<file path="config.mk">
export PLATFORM = sky130hd
export DESIGN_NAME = dbus_arbiter
export DESIGN_NICKNAME = d
export VERILOG_FILES = /design/src/rtl/dbus_arbiter.sv
export SDC_FILE = /design/constraint.sdc
export NUM_CORES = 1
export LEC_CHECK = 0
export CORE_AREA = 2 2 109 111
export CTS_CLUSTER_SIZE = 8
export DETAILED_ROUTE_END_ITERATION = 10
export DIE_AREA = 0 0 111 113
export PLACE_DENSITY = 0.73
export SYNTH_ARGS = -nofsm -noshare
export SYNTH_HDL_FRONTEND = slang
export SYNTH_SLANG_ARGS = --single-unit
</file>
<file path="constraint.sdc">
create_clock -name s_clk_i -period 4.3 [get_ports s_clk_i]
set_input_delay 0.645 -clock s_clk_i [delete_from_list [all_inputs] [get_ports s_clk_i]]
set_output_delay 0.645 -clock s_clk_i [all_outputs]
set_load 0.01 [all_outputs]
</file>
<file path="src/rtl/dbus_arbiter.sv">
`default_nettype none
// ============================================================================
//  Module   : dbus_arbiter
//  Purpose  : Two-master arbiter for the AHB3-Lite data bus. Port 0 is the
//             core LSU, port 1 an auxiliary master (debug/DMA). Sequences
//             address and data phases, holds a stalled NONSEQ stable until
//             accepted and routes responses back to the owning requester.
//  Options  : DBUS_FAIRNESS_EN - when defined, port 1 gains one-shot
//             priority after waiting MAX_WAIT cycles.
//  Revision : 1.0 - initial release
// ============================================================================
module dbus_arbiter #(
  parameter int unsigned MAX_WAIT = 8
) (
  input  logic        s_clk_i,
  input  logic        s_reset_i,
  input  logic [1:0]  s_req_i,
  input  logic [31:0] s_addr_i [2],
  input  logic [1:0]  s_write_i,
  input  logic [1:0]  s_size_i [2],
  input  logic [31:0] s_wdata_i [2],
  output logic [1:0]  s_gnt_o,
  output logic [1:0]  s_rvalid_o,
  output logic [1:0]  s_rerr_o,
  output logic [31:0] s_rdata_o,
  output logic [31:0] s_haddr_o,
  output logic        s_hwrite_o,
  output logic [2:0]  s_hsize_o,
  output logic [1:0]  s_htrans_o,
  output logic [31:0] s_hwdata_o,
  input  logic        s_hready_i,
  input  logic        s_hresp_i,
  input  logic [31:0] s_hrdata_i
);

  localparam logic [1:0] c_HTRANS_IDLE   = 2'b00;
  localparam logic [1:0] c_HTRANS_NONSEQ = 2'b10;

  // Elaboration-time guard on the wait threshold range.
  if (MAX_WAIT == 0 || MAX_WAIT > 255) begin : g_max_wait_range
    $error("dbus_arbiter: MAX_WAIT must be in 1..255");
  end

  // State registers and their next-state values
  logic        lock_v_q,  lock_v_d;
  logic        lock_id_q, lock_id_d;
  logic        dp_v_q,    dp_v_d;
  logic        dp_id_q,   dp_id_d;
  logic [31:0] hwdata_q,  hwdata_d;

  // Combinational arbitration results
  logic w_err_first;
  logic w_src_v;
  logic w_src_id;
  logic w_accept;
  logic w_dp_done;
  logic w_p1_prio;

  // Select the address-phase source; the first ERROR cycle forces IDLE.
  always_comb begin
    w_err_first = dp_v_q & s_hresp_i & ~s_hready_i;
    w_src_v     = 1'b0;
    w_src_id    = 1'b0;
    if (!w_err_first) begin
      if (lock_v_q) begin
        w_src_v  = 1'b1;
        w_src_id = lock_id_q;
      end else if (w_p1_prio) begin
        w_src_v  = 1'b1;
        w_src_id = 1'b1;
      end else if (s_req_i[0]) begin
        w_src_v  = 1'b1;
        w_src_id = 1'b0;
      end else if (s_req_i[1]) begin
        w_src_v  = 1'b1;
        w_src_id = 1'b1;
      end
    end
  end

  assign w_accept  = w_src_v & s_hready_i;
  assign w_dp_done = dp_v_q & s_hready_i;

  // Address phase is driven straight from the selected requester.
  assign s_htrans_o = w_src_v ? c_HTRANS_NONSEQ : c_HTRANS_IDLE;
  assign s_haddr_o  = w_src_v ? s_addr_i[w_src_id] : 32'd0;
  assign s_hwrite_o = w_src_v ? s_write_i[w_src_id] : 1'b0;
  assign s_hsize_o  = w_src_v ? {1'b0, s_size_i[w_src_id]} : 3'd0;
  assign s_gnt_o    = {w_accept & w_src_id, w_accept & ~w_src_id};

  // Data-phase responses go to whoever owns the data phase.
  assign s_rvalid_o = {w_dp_done & dp_id_q, w_dp_done & ~dp_id_q};
  assign s_rerr_o   = {w_dp_done & dp_id_q & s_hresp_i,
                       w_dp_done & ~dp_id_q & s_hresp_i};
  assign s_rdata_o  = s_hrdata_i;
  assign s_hwdata_o = hwdata_q;

  // Next-state for the address lock, data-phase owner and write data.
  always_comb begin
    lock_v_d  = lock_v_q;
    lock_id_d = lock_id_q;
    if (w_err_first) begin
      lock_v_d = 1'b0;
    end else if (w_src_v && !s_hready_i) begin
      lock_v_d  = 1'b1;
      lock_id_d = w_src_id;
    end else if (w_accept) begin
      lock_v_d = 1'b0;
    end

    dp_v_d   = dp_v_q;
    dp_id_d  = dp_id_q;
    hwdata_d = hwdata_q;
    if (w_accept) begin
      dp_v_d   = 1'b1;
      dp_id_d  = w_src_id;
      hwdata_d = s_wdata_i[w_src_id];
    end else if (s_hready_i) begin
      dp_v_d = 1'b0;
    end
  end

  // Register the arbitration state; reset discards any pending transfer.
  always_ff @(posedge s_clk_i) begin
    if (s_reset_i) begin
      lock_v_q  <= 1'b0;
      lock_id_q <= 1'b0;
      dp_v_q    <= 1'b0;
      dp_id_q   <= 1'b0;
      hwdata_q  <= 32'd0;
    end else begin
      lock_v_q  <= lock_v_d;
      lock_id_q <= lock_id_d;
      dp_v_q    <= dp_v_d;
      dp_id_q   <= dp_id_d;
      hwdata_q  <= hwdata_d;
    end
  end

`ifdef DBUS_FAIRNESS_EN
  localparam logic [7:0] c_MAX_WAIT = 8'(MAX_WAIT);

  logic [7:0] wait_cnt_q, wait_cnt_d;
  logic       prio_q,     prio_d;

  // Count port-1 starvation; once saturated, arm one-shot priority.
  always_comb begin
    wait_cnt_d = wait_cnt_q;
    prio_d     = prio_q;
    if (w_accept && w_src_id) begin
      wait_cnt_d = 8'd0;
      prio_d     = 1'b0;
    end else if (s_req_i[1]) begin
      if (wait_cnt_q == c_MAX_WAIT) begin
        prio_d = 1'b1;
      end else begin
        wait_cnt_d = wait_cnt_q + 8'd1;
      end
    end
  end

  // Register the fairness counter and priority flag.
  always_ff @(posedge s_clk_i) begin
    if (s_reset_i) begin
      wait_cnt_q <= 8'd0;
      prio_q     <= 1'b0;
    end else begin
      wait_cnt_q <= wait_cnt_d;
      prio_q     <= prio_d;
    end
  end

  assign w_p1_prio = prio_q & s_req_i[1];
`else
  assign w_p1_prio = 1'b0;
`endif

endmodule
`default_nettype wire
</file>
# Word-level counts from Yosys, hierarchy flattened
# Index checks and enable logic that the tools add are counted.
totals:
  rom_bits: 0
  word_cells: 54
  latch_bits: 0
  inputBits: 172
  mem_bits_rw: 0
  out_inout_bits: 108
  memories: 0
  register_bits: 36
classes:
  order_cmp: 2
  bitwise_logic: 15
  n_mux: 26
  shift: 0
  n_mul: 0
  div: 0
  n_eq_ne: 0
  reduce_logical: 6
  add_sub_neg: 0
op_table:
  columns: ["op", "n"]
  rows:
  - ["$mux 32", 7]
  - ["$mux 1", 14]
  - ["$and 1x1->1", 10]
  - ["$mux 2", 5]
  - ["$not 1->1", 4]
  - ["$reduce_bool 2->1", 2]
  - ["$ge 2x2->1 const B", 1]
  - ["$lt 1x2->1 const B", 1]
  - ["$not 1->2", 1]
  - ["$reduce_and 2->1", 1]
  - ["$reduce_or 2->1", 1]
  - ["$logic_and 1x1->1", 1]
  - ["$logic_not 1->1", 1]

# Logic depth before layout (Yosys ltp)
depth:
  word_depth: 9
  ltp_mapped: 7
  mapped_depth_nobuf: 3

# Least setup slack after synthesis
# OpenSTA, ideal clock, no wires.
synth_path:
  kind: "input-to-output"
  start: "in s_req_i[1]"
  end: "out s_gnt_o[1]"
  setup_slack_ps: 1900
  n_path_buf: 4
  stages: 6
  t_required_ps: 3655
  arrival_time_ps: 1755
  path_cell_list: "buf_4 or3b_1 buf_2 buf_6 buf_4 a21boi_1"
synth_between:
  elab_chain_len: 6
  word_cells_on_any_way: 9
  classes_between: "mux: 7; bitwise: 2"
synth_rtl:
  columns: ["element", "line", "text"]
  rows:
  - ["start, declared", "17", "input logic [1:0] s_req_i,"]
  - ["$mux 1 (*)", "74", "end else if (s_req_i[1]) begin"]
  - ["$mux 1", "71", "end else if (s_req_i[0]) begin"]
  - ["$mux 1", "65", "if (lock_v_q) begin"]
  - ["$mux 1", "64", "if (!w_err_first) begin"]
  - ["$and 1x1->1", "81", "assign w_accept = w_src_v & s_hready_i;"]
  - ["$and 1x1->1 (*)", "89", "assign s_gnt_o = {w_accept & w_src_id, w_accept & ~w_src_id};"]
  - ["end, declared", "22", "output logic [1:0] s_gnt_o,"]
# Every way passes the cells marked *; elsewhere a longest branch is shown, timed or not.

# Worst setup path after layout
layout_path:
  start: "in s_req_i[0]"
  end: "out s_haddr_o[0]"
layout_between:
  elab_chain_len: 8
  word_cells_on_any_way: 11
  classes_between: "mux: 10; bitwise: 1"
layout_rtl:
  columns: ["element", "line", "text"]
  rows:
  - ["$mux 1", "71", null]
  - ["$mux 1", "65", null]
  - ["$mux 1", "64", null]
  - ["$not 1->2 (not written as such)", "86", "assign s_haddr_o = w_src_v ? s_addr_i[w_src_id] : 32'd0;"]
  - ["$mux 32 (not written as such) (3 in series)", "86", null]
  - ["$mux 32 (*)", "86", null]
  - ["end, declared", "26", "output logic [31:0] s_haddr_o,"]
# Every way passes the cells marked *; elsewhere a longest branch is shown, timed or not. The select of a mux whose other input is x is not followed.

==> results.md <==
- Status: finished, final reports clean
- Number of synthesized register bits: 36
- Nature of the critical path startpoint: input pin
- Combinational power share: between 30% and 40%
- Worst skew pair latency: 0.27 ns
- Slew margin rel.: between 30% and 40%
- # DRC: 0
- Post-CTS Hold Fix Bufs: 0
- Switching share of total power: between 20 and 30%
- Lkg Pwr: ~0.0018 µW
- Register share of total power: approximately 31%
- Synth warn: 0
- Worst hold slack: between 0.4 and 0.5 ns
- Critical path depth: 5
- Pwr Density: roughly 250 nW/µm²
- Num CTS Buffers: 5
- Post-layout min period: between 3 and 4 ns
- Internal: between 800 and 900 µW
- CTS root buffer: clkbuf_16
- Post-synth ARST share: 0%
- EDFF count, synth: 0
- Critical path buffers and inverters: 2
- Largest net degree at the start of global routing: 48
- Die X: 111 µm
- Post-CTS Setup Repair Bufs: 0
- Distinct cell type count of the synthesized netlist: 29
- Switching power: approximately 340 µW
- Vias: around 3800
- Fin Setup TNS: 0 ns
- Setup Viol. Count Final: 0
- Die ar.: around 13000 µm²
- Antenna violations before repair: 0
- DR vias/cell: between 5 and 6
- Synth-to-Final Area Change: 70.80%
- Initial Util: around 26%
- Max cap viols: 0
- Fillers: about 1100
- Design Area, Final: about 5000 µm²
- Total Wirelength: 12.20 mm
- 1st-iter DRT viols: 256
- Setup ws final: approximately 0.48 ns
- Remaining global-route overflow: 0
- Clock Pin Slew Worst Setup and Hold Paths: around 0.050 ns
- Seq/Total Area, Yosys: roughly 25%
- Worst Tran Pin Value: slightly above 1 ns
- GP Congestion: between 0.8 and 0.9
- Final hold violation count: 0
- RSZ-0062 raised after global routing: no
- Post_cts resized: 0
- CP peak stage delay: 0.84 ns
- Number of cell rows: 39
- Part of the cycle the worst path needs: 88.92%
- H-tree levels: 2
- Worst Path Arrival: 3.18 ns
- Die Ht: roughly 110 µm
- Post-Synthesis Cells: between 400 and 500
- Drt wl/cell: approximately 17 µm
- Worst path cell trace: clkdlybuf4s50_1, or3b_2, nand3_1, a21oi_1, clkdlybuf4s50_1
- Max-slew violation count: 0
- Detailed Routing Iterations Pass 1: 5
- WP data required: around 3.7 ns
- Share of cells above drive strength 1: around 4.3%
- Io pins: 280
- Clock Path Buffers: 2
- Hold Path Stages: 2
- TritonCTS clock tree: done
- GR Util All Layers: a little under a fifth
- Max frequency: 261.5 MHz
- Hold WC Path Type: flop to flop
- Clk_skew: about 0.0027 ns
- Worst slack, placed: just over 0.5 ns
- Vias in the first global route: between 3000 and 4000
- Post-Synthesis Cell Area: roughly 2900 µm²
- Worst R2R Path Depth: 4
- Synthesized area per cell: roughly 7.1 µm²
- Family with the most delay on the worst path: buffers and inverters
- Port bufs: between 200 and 250
- Nets: roughly 730
- Layout Utilization: 44.08%
- CP max FO: 47
- CP dominant cell by count: clkdlybuf4s50_1
- Clock sinks: 36
- First-pass GRT wire length: ~20 mm
- VDD IR max: between 0.15 and 0.2 mV
- Crit-path slowest cell: or3b_2
- Clock Power Share: a little under 30%
- Dpl cell area: roughly 4800 µm²
- CP Capture Type: output pin
- Predominant post-synthesis flop cell: dfxtp_1
- Diode count: 0
- Post-route ant nets: 0
- Core area: approximately 11000 µm²
- DP HPWL: between 8 and 9 mm
- WS Path Type: input pin to output pin
final cells by class:
class	instances	area [µm²]	share of cell area [%]
clock buffers	8	146.4	2.946
inverters	1	3.754	0.07555
multi-input cells	291	1704	34.30
flip-flops and latches	36	720.7	14.51
well taps	143	178.9	3.601
repair buffers	224	2215	44.57
stage by stage:
step	total power, µW	instances
2_1_floorplan	610.3	412
3_3_place_gp	859.0	695
3_5_place_dp	868.2	695
4_1_cts	1230	703
5_1_grt	1288	703
6_report	1219	703
sequential cells by signal, summed over array words and instances (netlist names):
signal / cells
dp_id_q: 1
dp_v_q: 1
lock_id_q: 1
lock_v_q: 1
s_hwdata_o: 32
cells in the final DEF (no fill, tap or decap), types with 2 or more instances in the layout:
master,n
dfxtp_1,36
a311oi_1,32
clkbuf_16,5
buf_4,11
a22oi_1,32
nor2_1,36
a211oi_1,2
and2_1,2
clkbuf_1,2
clkdlybuf4s50_1,213
conb_1,2
nand2b_1,32
a21oi_1,36
o21ai_0,35
nand3_1,67
path summary, 6_finish.rpt:
kind | startpoint | endpoint | slack [ns]
worst min-delay path | s_hwdata_o[18] | s_hwdata_o[18] | 0.49
worst min register to register | s_hwdata_o[18] | s_hwdata_o[18] | 0.49
worst max-delay path | s_req_i[0] | s_haddr_o[0] | 0.48
worst max register to register | lock_v_q | s_hwdata_o[13] | 1.95
synthesized netlist by cell type, types with 2 or more instances:
master,number,area share (%)
buf_1,6,0.77
a211oi_1,2,0.52
nand2_1,2,0.26
buf_6,2,0.77
and2_1,3,0.65
nand2b_1,32,6.9
a311oi_1,32,9.6
a21oi_1,36,6.2
clkbuf_1,23,3.0
a22oi_1,32,8.3
buf_2,13,2.2
buf_4,40,10
nand3_1,67,12
dfxtp_1,36,25
o21ai_0,35,6.0
nor2_1,37,4.8
metal layers:
layer  vias to the layer above  share of wire (%)  global-route usage, %
li1                       1760                  -                      -
met4                         0               0.81                  5.250
met5                         -                  0                 0.3922
met1                      1771                 39                  21.07
met2                       255                 51                  34.23
met3                         8                9.2                  6.588
power by group through the flow:
stage / combinational (µW) / clock (µW) / sequential, µW
4_1_cts: 486 / 366 / 379
2_1_floorplan: 216 / 0 / 394
6_report: 483 / 357 / 379
3_5_place_dp: 482 / 0 / 386
5_1_grt: 523 / 383 / 382
3_3_place_gp: 474 / 0 / 385
worst register-to-register path: cells and delay by family (launching register included):
| family | cells | cell delay (ns) |
|---|---|---|
| simple gates | 2 | 0.97 |
| flops | 1 | 0.53 |
| buf+inv | 1 | 0.43 |
| compound gates | 1 | 0.31 |
cell families after synthesis:
group	share of synthesized area, %
other	0.1289
AO/OA/AOI/OAI	31.74
buffers and inverters	17.20
AND/OR/NAND/NOR	26.15
flip-flops	24.77
(Power assumes the default switching activity.)
